<file path="src/rtl/udp_frame_tx.sv">
// Snapshots Nregs 32-bit words on start and streams them out as one AXI-stream byte frame, word 0 first, MSB first.
// Optional macro UDP_FRAME_TX_SEQ_EN prefixes each frame with a 4-byte sequence number.
module udp_frame_tx #(
   parameter int Nregs = 16
) (
   input  logic                   clk,
   input  logic                   resetn,
   input  logic                   start,
   input  logic [Nregs-1:0][31:0] rd_val,
   output logic                   tx_tvalid,
   input  logic                   tx_tready,
   output logic [7:0]             tx_tdata,
   output logic                   tx_tlast,
   output logic                   tx_tuser,
   output logic                   busy,
   output logic                   frame_done
);

   localparam int NBYTES = Nregs * 4;
   localparam int CW     = $clog2(Nregs * 4 + 4);
   localparam logic [CW-1:0] LAST_CNT = CW'(NBYTES - 1);

   localparam logic [1:0] S_IDLE = 2'd0;
   localparam logic [1:0] S_SEND = 2'd1;
`ifdef UDP_FRAME_TX_SEQ_EN
   localparam logic [1:0] S_HDR  = 2'd2;
`endif

   logic [1:0]           r_state;
   logic [CW-1:0]        r_cnt;
   logic [Nregs*32-1:0]  r_snap;
   logic                 r_done;
   logic                 w_hs;
   logic                 w_last;
   logic [31:0]          w_shift;
   logic [7:0]           w_byte;
   logic [7:0]           w_tdata;

`ifdef UDP_FRAME_TX_SEQ_EN
   logic [31:0]          r_seq;
   logic [31:0]          r_seq_cap;
   logic [7:0]           w_hdr_byte;

   assign w_hdr_byte = 8'(r_seq_cap >> (32'(2'd3 - r_cnt[1:0]) << 3));
`endif

   assign w_hs   = tx_tvalid & tx_tready;
   assign w_last = (r_state == S_SEND) && (r_cnt == LAST_CNT);

   // word index selects a 32-bit lane; byte lane 0 is the most significant byte
   assign w_shift = (32'(r_cnt >> 2) << 5) + (32'(2'd3 - r_cnt[1:0]) << 3);
   assign w_byte  = 8'(r_snap >> w_shift);

   always_comb begin
      w_tdata = 8'h00;
      case (r_state)
         S_SEND:  w_tdata = w_byte;
`ifdef UDP_FRAME_TX_SEQ_EN
         S_HDR:   w_tdata = w_hdr_byte;
`endif
         default: w_tdata = 8'h00;
      endcase
   end

   assign tx_tvalid  = (r_state != S_IDLE);
   assign busy       = (r_state != S_IDLE);
   assign tx_tdata   = w_tdata;
   assign tx_tlast   = w_last;
   assign tx_tuser   = 1'b0;
   assign frame_done = r_done;

   always_ff @(posedge clk or negedge resetn) begin
      if (!resetn) begin
         r_state   <= S_IDLE;
         r_cnt     <= '0;
         r_snap    <= '0;
         r_done    <= 1'b0;
`ifdef UDP_FRAME_TX_SEQ_EN
         r_seq     <= '0;
         r_seq_cap <= '0;
`endif
      end else begin
         r_done <= 1'b0;
         case (r_state)
            S_IDLE: begin
               if (start) begin
                  r_snap <= rd_val;
                  r_cnt  <= '0;
`ifdef UDP_FRAME_TX_SEQ_EN
                  r_seq_cap <= r_seq;
                  r_state   <= S_HDR;
`else
                  r_state   <= S_SEND;
`endif
               end
            end
`ifdef UDP_FRAME_TX_SEQ_EN
            S_HDR: begin
               if (w_hs) begin
                  if (r_cnt == CW'(3)) begin
                     r_cnt   <= '0;
                     r_state <= S_SEND;
                  end else begin
                     r_cnt <= r_cnt + 1'b1;
                  end
               end
            end
`endif
            S_SEND: begin
               if (w_hs) begin
                  if (w_last) begin
                     r_cnt   <= '0;
                     r_state <= S_IDLE;
                     r_done  <= 1'b1;
`ifdef UDP_FRAME_TX_SEQ_EN
                     r_seq   <= r_seq + 32'd1;
`endif
                  end else begin
                     r_cnt <= r_cnt + 1'b1;
                  end
               end
            end
            default: r_state <= S_IDLE;
         endcase
      end
   end

endmodule

</file>
<file path="config.mk">
export PLATFORM = sky130hd
export DESIGN_NAME = udp_frame_tx
export DESIGN_NICKNAME = d
export VERILOG_FILES = /design/src/rtl/udp_frame_tx.sv
export SDC_FILE = /design/constraint.sdc
export NUM_CORES = 1
export LEC_CHECK = 0
export BUFFER_PORTS_ARGS = -buffer_cell sky130_fd_sc_hd__buf_2
export CAP_MARGIN = 20
export CORE_MARGIN = 3
export CORE_UTILIZATION = 48
export CTS_BUF_LIST = sky130_fd_sc_hd__clkbuf_8
export DETAILED_ROUTE_END_ITERATION = 8
export PLACE_DENSITY_LB_ADDON = 0.1
export SLEW_MARGIN = 20
export SYNTH_ARGS = -nofsm -noshare
export SYNTH_HDL_FRONTEND = slang
export SYNTH_SLANG_ARGS = --single-unit
</file>
<file path="constraint.sdc">
create_clock -name clk -period 2.5 [get_ports clk]
set_input_delay 0.25 -clock clk [delete_from_list [all_inputs] [get_ports clk]]
set_output_delay 0.25 -clock clk [all_outputs]
set_load 0.05 [all_outputs]
</file>
==> impl_metrics.json, run 1 <==
{
  "status": "complete, but fails checks",
  "violations": "negative setup slack",
  "synth_compound_area_share_pct": 1.56,
  "slew_headroom_pct": 31.5,
  "syn_nets": 3030,
  "cpMostUsedCell": "buf_12",
  "cts_root_buf": "clkbuf_8",
  "synthAdderAreaFrac_pct": 0.0528,
  "fp.coreArea_mm2": 0.0482,
  "core.rowCount": 80,
  "postLayoutCoreUtil_pct": 72.6,
  "cts-buffers-inserted": 84,
  "fill_cells": 3427,
  "finalNetCount": 4118,
  "period_share_pct": 132,
  "grt_max_degree": 146,
  "rsz0062_at_grt": "yes",
  "path_max_fanout": 5,
  "finalHoldViolations": 0,
  "synthXorXnorAreaFrac_pct": 0.148,
  "crit_family": "multiplexers",
  "powerDensity_mw_per_mm2": 770,
  "cp.required_ns": 2.25,
  "path_class": "flop to primary output",
  "synth_warnings": 0,
  "drtAntennaViolNets": 0,
  "critical_path_buf_inv_count": 4,
  "synth_top_flop_cell": "dfrtp_1",
  "slew_violations": 0,
  "ys_types": 53,
  "critPathMaxStageDelay_ns": 0.51,
  "io_buffers": 527,
  "skew_ns": 0.0202,
  "worst_slew_pin_slew_ns": 1.03,
  "syn-mean-instance-area_um2": 9.43,
  "synth_top_family_by_area": "simple AND/OR/NAND/NOR gates",
  "cp.arrival_ns": 3.05,
  "antenna_found_initial": 5,
  "synth_seq_area_share_pct": 55.0,
  "busiest_layer": "met2",
  "start_kind": "flop",
  "io_pins": 529,
  "clock_latency_ns": 0.68,
  "met3_usage_pct": 8.70,
  "grt_pass1_vias": 24400,
  "vias": 23000,
  "setup_ws_ns": -0.796,
  "numClockSinks": 521,
  "drv_cap": 0,
  "path_cells": "buf_12, buf_12, buf_4, mux4_1, mux4_2, nand2b_4, a32o_1, buf_6",
  "met1_usage_pct": 44.0,
  "start_util_pct": 49.1,
  "finalSetupTns_ns": -6.05,
  "hold_path.class": "primary input to asynchronous set/reset pin",
  "setup_viol": 9,
  "avgViaCountPerCell": 5.31,
  "place_ws_ns": -0.413,
  "clk_pin_slew_worst_paths_ns": 0.07,
  "htreeDepth": 3,
  "cpMaxStageDelayCell": "dfrtp_4",
  "first_iter_violations": 1917,
  "area_growth_pct": 47.9,
  "grt_pass1_wl_um": 139000,
  "drive_gt1_share_pct": 25.6,
  "synth_edf_count": 0,
  "synth-simple-area-share_pct": 25.7,
  "holdWs_ns": 0.0740,
  "routed_wl_um": 89100,
  "wl_per_cell_um": 20.6,
  "async_flop_share_pct": 100,
  "grt_usage_pct": 34.6,
  "drc": 0,
  "synthMuxAreaShare_pct": 14.3,
  "hpwl_um": 59300,
  "cts_tree": "done",
  "regArea_mm2": 0.0130,
  "ys_ff_latch": 521,
  "ir_worst_vdd_mv": 0.495,
  "critPathCaptureType": "primary output",
  "period_needed_ns": 3.30,
  "p_leak_nw": 18.2,
  "dieArea_mm2": 0.0521,
  "synth_cells": 2513,
  "gp_congestion": 0.909,
  "drtPass1Iterations": 8,
  "die_w_um": 228,
  "multi_input_area_mm2": 0.0102,
  "clk_path_buf_depth": 3,
  "max_freq_mhz": 303,
  "use_met2_pct": 55.1,
  "overflow": 0,
  "fp.dieH_um": 228,
  "synthesis.area_mm2": 0.0237
}
-- metrics by stage --
| stage | cell area [um2] | std cells | power [mW] |
|---|---|---|---|
| floorplan | 23700 | 2513 | 14.8 |
| global placement | 27600 | 3630 | 17.9 |
| finish | 35000 | 4324 | 27.0 |
| detailed placement | 27600 | 3630 | 18.1 |
| global route | 35000 | 4321 | 28.1 |
| CTS | 34900 | 4314 | 26.8 |
-- area by class of cell --
type / instances / area share (%)
clock buffer: 105 / 4.12
inverter: 3 / 0.0321
clock inverter: 40 / 0.529
sequential: 521 / 37.2
timing repair buffer: 1162 / 26.4
tap: 656 / 2.34
multi-input combinational: 1829 / 29.2
antenna: 8 / 0.0571
-- cell usage after synthesis, drive strengths merged, types with 2 or more instances --
master	n	share of area, %
nand4	3	0.079
clkbuf	110	1.7
a22o	2	0.074
a21oi	4	0.085
inv	3	0.048
o22ai	3	0.079
and2	2	0.053
o21ai	11	0.23
a2111oi	3	0.14
mux4	132	13
mux2i	36	1.5
nand3	6	0.13
a221oi	8	0.30
o2111ai	3	0.14
dfrtp	521	55
mux2	2	0.095
nor2	15	0.24
o221ai	3	0.11
xor2	4	0.15
o31ai	2	0.063
nand3b	2	0.063
or3	2	0.053
nor3	2	0.042
nand2	1558	25
nor2b	5	0.13
nand2b	4	0.11
buf	50	1.3
-- path summary, 6_finish.rpt --
| check | from | slack, ns | cells past startpoint | endpoint |
|---|---|---|---|---|
| hold / removal | resetn | 0.07 | 2 | r_snap[27] |
| setup / recovery | r_cnt[0] | -0.80 | 8 | tx_tdata[6] |
| setup reg to reg | r_cnt[0] | 0.18 | 11 | r_cnt[5] |
| hold reg to reg | r_snap[362] | 0.47 | 2 | r_snap[362] |
| max in group asynchronous | resetn | 1.44 | 4 | r_snap[254] |
| min in group clk | rd_val[407] | 0.30 | 4 | r_snap[407] |
-- cell usage in the layout, fill, tap and decap left out, types with 12 or more instances in the layout --
cell	n
nand2_1	1553
buf_2	517
buf_12	33
dlygate4sd3_1	515
clkbuf_8	105
buf_4	76
mux2i_1	26
inv_1	35
nor2_1	12
mux4_2	125
dfrtp_1	518
-- state kept, by name, summed over array words and instances (netlist names) --
name / cells
frame_done: 1
r_state: 1
r_cnt: 7
r_snap: 512
-- cells by family (layout without fill, tap and decap cells) --
kind of cell	after synthesis	in the layout
adders and majority gates	1	1
DFF	521	521
muxes	170	170
and+or+nand+nor	1604	1604
xor gates and xnor gates	4	4
other	1	9
buffers and inverters	163	1310
AOI/OAI and AO/OA	49	49
-- worst register-to-register path: cells and delay by family (launching register included) --
| kind | cells | cell delay, ns |
|---|---|---|
| buffers and inverters | 6 | 0.82 |
| and+or+nand+nor | 4 | 0.80 |
| DFF | 1 | 0.45 |
| adders and majority gates | 1 | 0.12 |
-- what timing repair did --
action / in CTS / in global routing
setup buffers: 25 / 7
hold buffers: 515 / 0
endpoints found under the setup margin: 9 / 9
endpoints found under the hold margin: 1021 / 0
gates cloned: 1 / 0
gates resized for setup: 87 / 20
pin swaps: 15 / 14
-- power breakdown --
part           internal [mW]  total [mW]  switching (mW)
logic                   4.66        9.24            4.57
clock network           3.85        7.26            3.41
registers               9.60        10.5           0.867
total                   18.1        27.0            8.85
-- layer usage --
| metal | wire, um | vias to the layer above |
|---|---|---|
| li1 | - | 10200 |
| met1 | 34600 | 11100 |
| met2 | 42000 | 1244 |
| met3 | 7240 | 353 |
| met4 | 5350 | 0 |
| met5 | 0 | - |
No activity file was read; power rests on OpenSTA's default activity.
==> inputs of run 2 (changes only) <==
--- a/config.mk
+++ b/config.mk
@@ -8,10 +8,11 @@
 export BUFFER_PORTS_ARGS = -buffer_cell sky130_fd_sc_hd__buf_2
 export CAP_MARGIN = 20
 export CORE_MARGIN = 3
-export CORE_UTILIZATION = 48
+export CORE_UTILIZATION = 40
 export CTS_BUF_LIST = sky130_fd_sc_hd__clkbuf_8
 export DETAILED_ROUTE_END_ITERATION = 8
 export PLACE_DENSITY_LB_ADDON = 0.1
+export SKIP_CTS_REPAIR_TIMING = 1
 export SLEW_MARGIN = 20
 export SYNTH_ARGS = -nofsm -noshare
 export SYNTH_HDL_FRONTEND = slang
==> run 2 against run 1 <==
The flow still finishes with violations (negative setup slack). Sequential share of layout area shrank 0.41 points. Die area grew 19%. Setup slack lost 0.075 ns. Core utilization shrank 12 points. Cell count grew 3.2%. Critical path depth shrank 1. Clock power grew 5.4%. Global-route usage shrank 8.9 points. Critical endpoint unchanged.
==> impl_metrics.json, run 2 (synthesis gave the netlist of run 1 again) <==
{
  "hold_path.class": "primary input to asynchronous set/reset pin",
  "avgViaCountPerCell": 5.05,
  "finalHoldViolations": 0,
  "clk_path_buf_depth": 3,
  "path_cells": "buf_12, buf_6, mux4_4, mux4_2, nand2b_4, a32o_2, buf_12",
  "r2r_start": "r_cnt[1]",
  "io_pins": 529,
  "clock_latency_ns": 0.67,
  "die_w_um": 249,
  "grt_usage_pct": 25.8,
  "path_class": "flop to primary output",
  "finalNetCount": 4146,
  "numClockSinks": 521,
  "drtPass1Iterations": 5,
  "slew_violations": 0,
  "grt_pass1_wl_um": 123000,
  "ir_worst_vdd_mv": 0.897,
  "cpMaxStageDelayCell": "mux4_4",
  "clk_pin_slew_worst_paths_ns": 0.06,
  "place_ws_ns": -0.367,
  "pwr-share-clk_pct": 27.8,
  "vias": 22500,
  "drc": 0,
  "pwr-share-seq_pct": 37.9,
  "powerDensity_mw_per_mm2": 777,
  "skew_ns": 0.0217,
  "status": "complete, but fails checks",
  "fill_cells": 4758,
  "postLayoutCoreUtil_pct": 60.9,
  "fp.coreArea_mm2": 0.0581,
  "critPathMaxStageDelay_ns": 0.54,
  "fp.dieH_um": 249,
  "drive_gt1_share_pct": 26.0,
  "max_freq_mhz": 297,
  "critPathCaptureType": "primary output",
  "htreeDepth": 3,
  "final_common_cell": "nand2_1",
  "area_growth_pct": 49.6,
  "start_util_pct": 40.7,
  "drtAntennaViolNets": 0,
  "dieArea_mm2": 0.0622,
  "reg2reg_slack_ns": 0.21,
  "largest-register": "r_snap",
  "cpMostUsedCell": "buf_12",
  "p_int_mw": 18.5,
  "setup_viol": 9,
  "setup.worst_path.start": "r_cnt[0]",
  "cts_tree": "done",
  "path_max_fanout": 5,
  "gp_congestion": 0.895,
  "hpwl_um": 62300,
  "overflow": 0,
  "slew_headroom_pct": 31.7,
  "p_total_mw": 27.5,
  "critical_path_buf_inv_count": 3,
  "p_leak_nw": 18.4,
  "cp.required_ns": 2.25,
  "r2r_end": "r_cnt[5]",
  "combinationalPowerShare_pct": 34.3,
  "first_iter_violations": 1516,
  "period_needed_ns": 3.37,
  "start_kind": "flop",
  "crit_end": "tx_tdata[6]",
  "cts_root_buf": "clkbuf_8",
  "crit_cells": 7,
  "grt_max_degree": 172,
  "routed_wl_um": 91500,
  "worst_slew_pin_slew_ns": 1.02,
  "largestRegisters": "r_snap: 512 flops, r_cnt: 7 flops",
  "grt_pass1_vias": 20600,
  "switching_share_pct": 32.7,
  "r2r_cells": 11,
  "final_cell_mix": "1556 x nand2_1, 517 x dfrtp_1, 517 x buf_2",
  "crit_family": "multiplexers",
  "antenna_found_initial": 2,
  "setup_ws_ns": -0.871,
  "wl_per_cell_um": 20.5,
  "rsz0062_at_grt": "yes",
  "cts-buffers-inserted": 88,
  "cp.arrival_ns": 3.12,
  "period_share_pct": 135,
  "drv_cap": 0,
  "violations": "negative setup slack",
  "io_buffers": 527,
  "core.rowCount": 88,
  "largest_reg_flops": 512,
  "switching_power_mw": 9.00
}
run 2: cell count changes in the layout (fill, tap and decap cells not counted), moves of 3 or more:
cell	previous run	this run
buf_12	33	36
inv_1	35	32
buf_4	76	102
diode_2	8	3
nand2_1	1553	1556
buf_8	9	2
o21ai_0	3	6
clkbuf_8	105	113
run 2: final cells by class:
| cell class | instances | area [um2] | share of cell area [%] |
|---|---|---|---|
| Multi-Input combinational cell | 1829 | 10200 | 28.7 |
| Inverter | 3 | 11.3 | 0.0318 |
| Clock buffer | 113 | 1560 | 4.39 |
| Tap cell | 765 | 957 | 2.70 |
| Antenna cell | 3 | 7.51 | 0.0212 |
| Sequential cell | 521 | 13100 | 36.8 |
| Clock inverter | 41 | 203 | 0.572 |
| Timing Repair Buffer | 1186 | 9480 | 26.7 |
run 2: how the worst min path moves through the flow:
stage               startpoint         end  slack (ns)
global route            resetn  r_snap[58]        0.15
CTS                     resetn  r_snap[58]       -0.49
detailed placement      resetn  r_snap[58]        0.25
global placement        resetn  r_snap[58]        0.25
finish                  resetn  r_snap[58]        0.14
floorplan               resetn  frame_done       -0.05
run 2: through the flow:
step	TNS (ns)	hold slack (ns)	instances	cell area [um2]
6_report	-6.61	0.139	4461	35400
5_1_grt	-7.71	0.153	4460	35400
4_1_cts	-8.99	-0.488	3922	29800
3_5_place_dp	-2.38	0.248	3768	28000
3_3_place_gp	-2.32	0.248	3768	28000
2_1_floorplan	0	-0.0456	2513	23700
run 2: power groups by stage:
stage          combinational [mW]  sequential, mW  clock, mW
6_report                     9.44            10.5       7.65
5_1_grt                      10.1            10.6       8.20
4_1_cts                      8.00            10.4       7.81
3_5_place_dp                 7.97            10.6          0
3_3_place_gp                 7.83            10.6          0
2_1_floorplan                4.72            10.1          0
run 2: worst reg2reg max path, cell delays in order, from the launching register on:
cell	delay (ns)
dfrtp_4	0.47
buf_6	0.12
buf_12	0.14
buf_6	0.11
buf_8	0.12
buf_6	0.11
ha_4	0.12
nand4_1	0.18
buf_4	0.21
or3_1	0.37
nand2_1	0.16
nor2_1	0.07
run 2: layer usage:
layer	up-vias	GRT usage, %	wire [um]
met2	987	42.9	44700
met1	11000	35.0	37200
met4	0	6.56	3980
met5	-	0	0
met3	296	4.81	5670
li1	10300	-	-
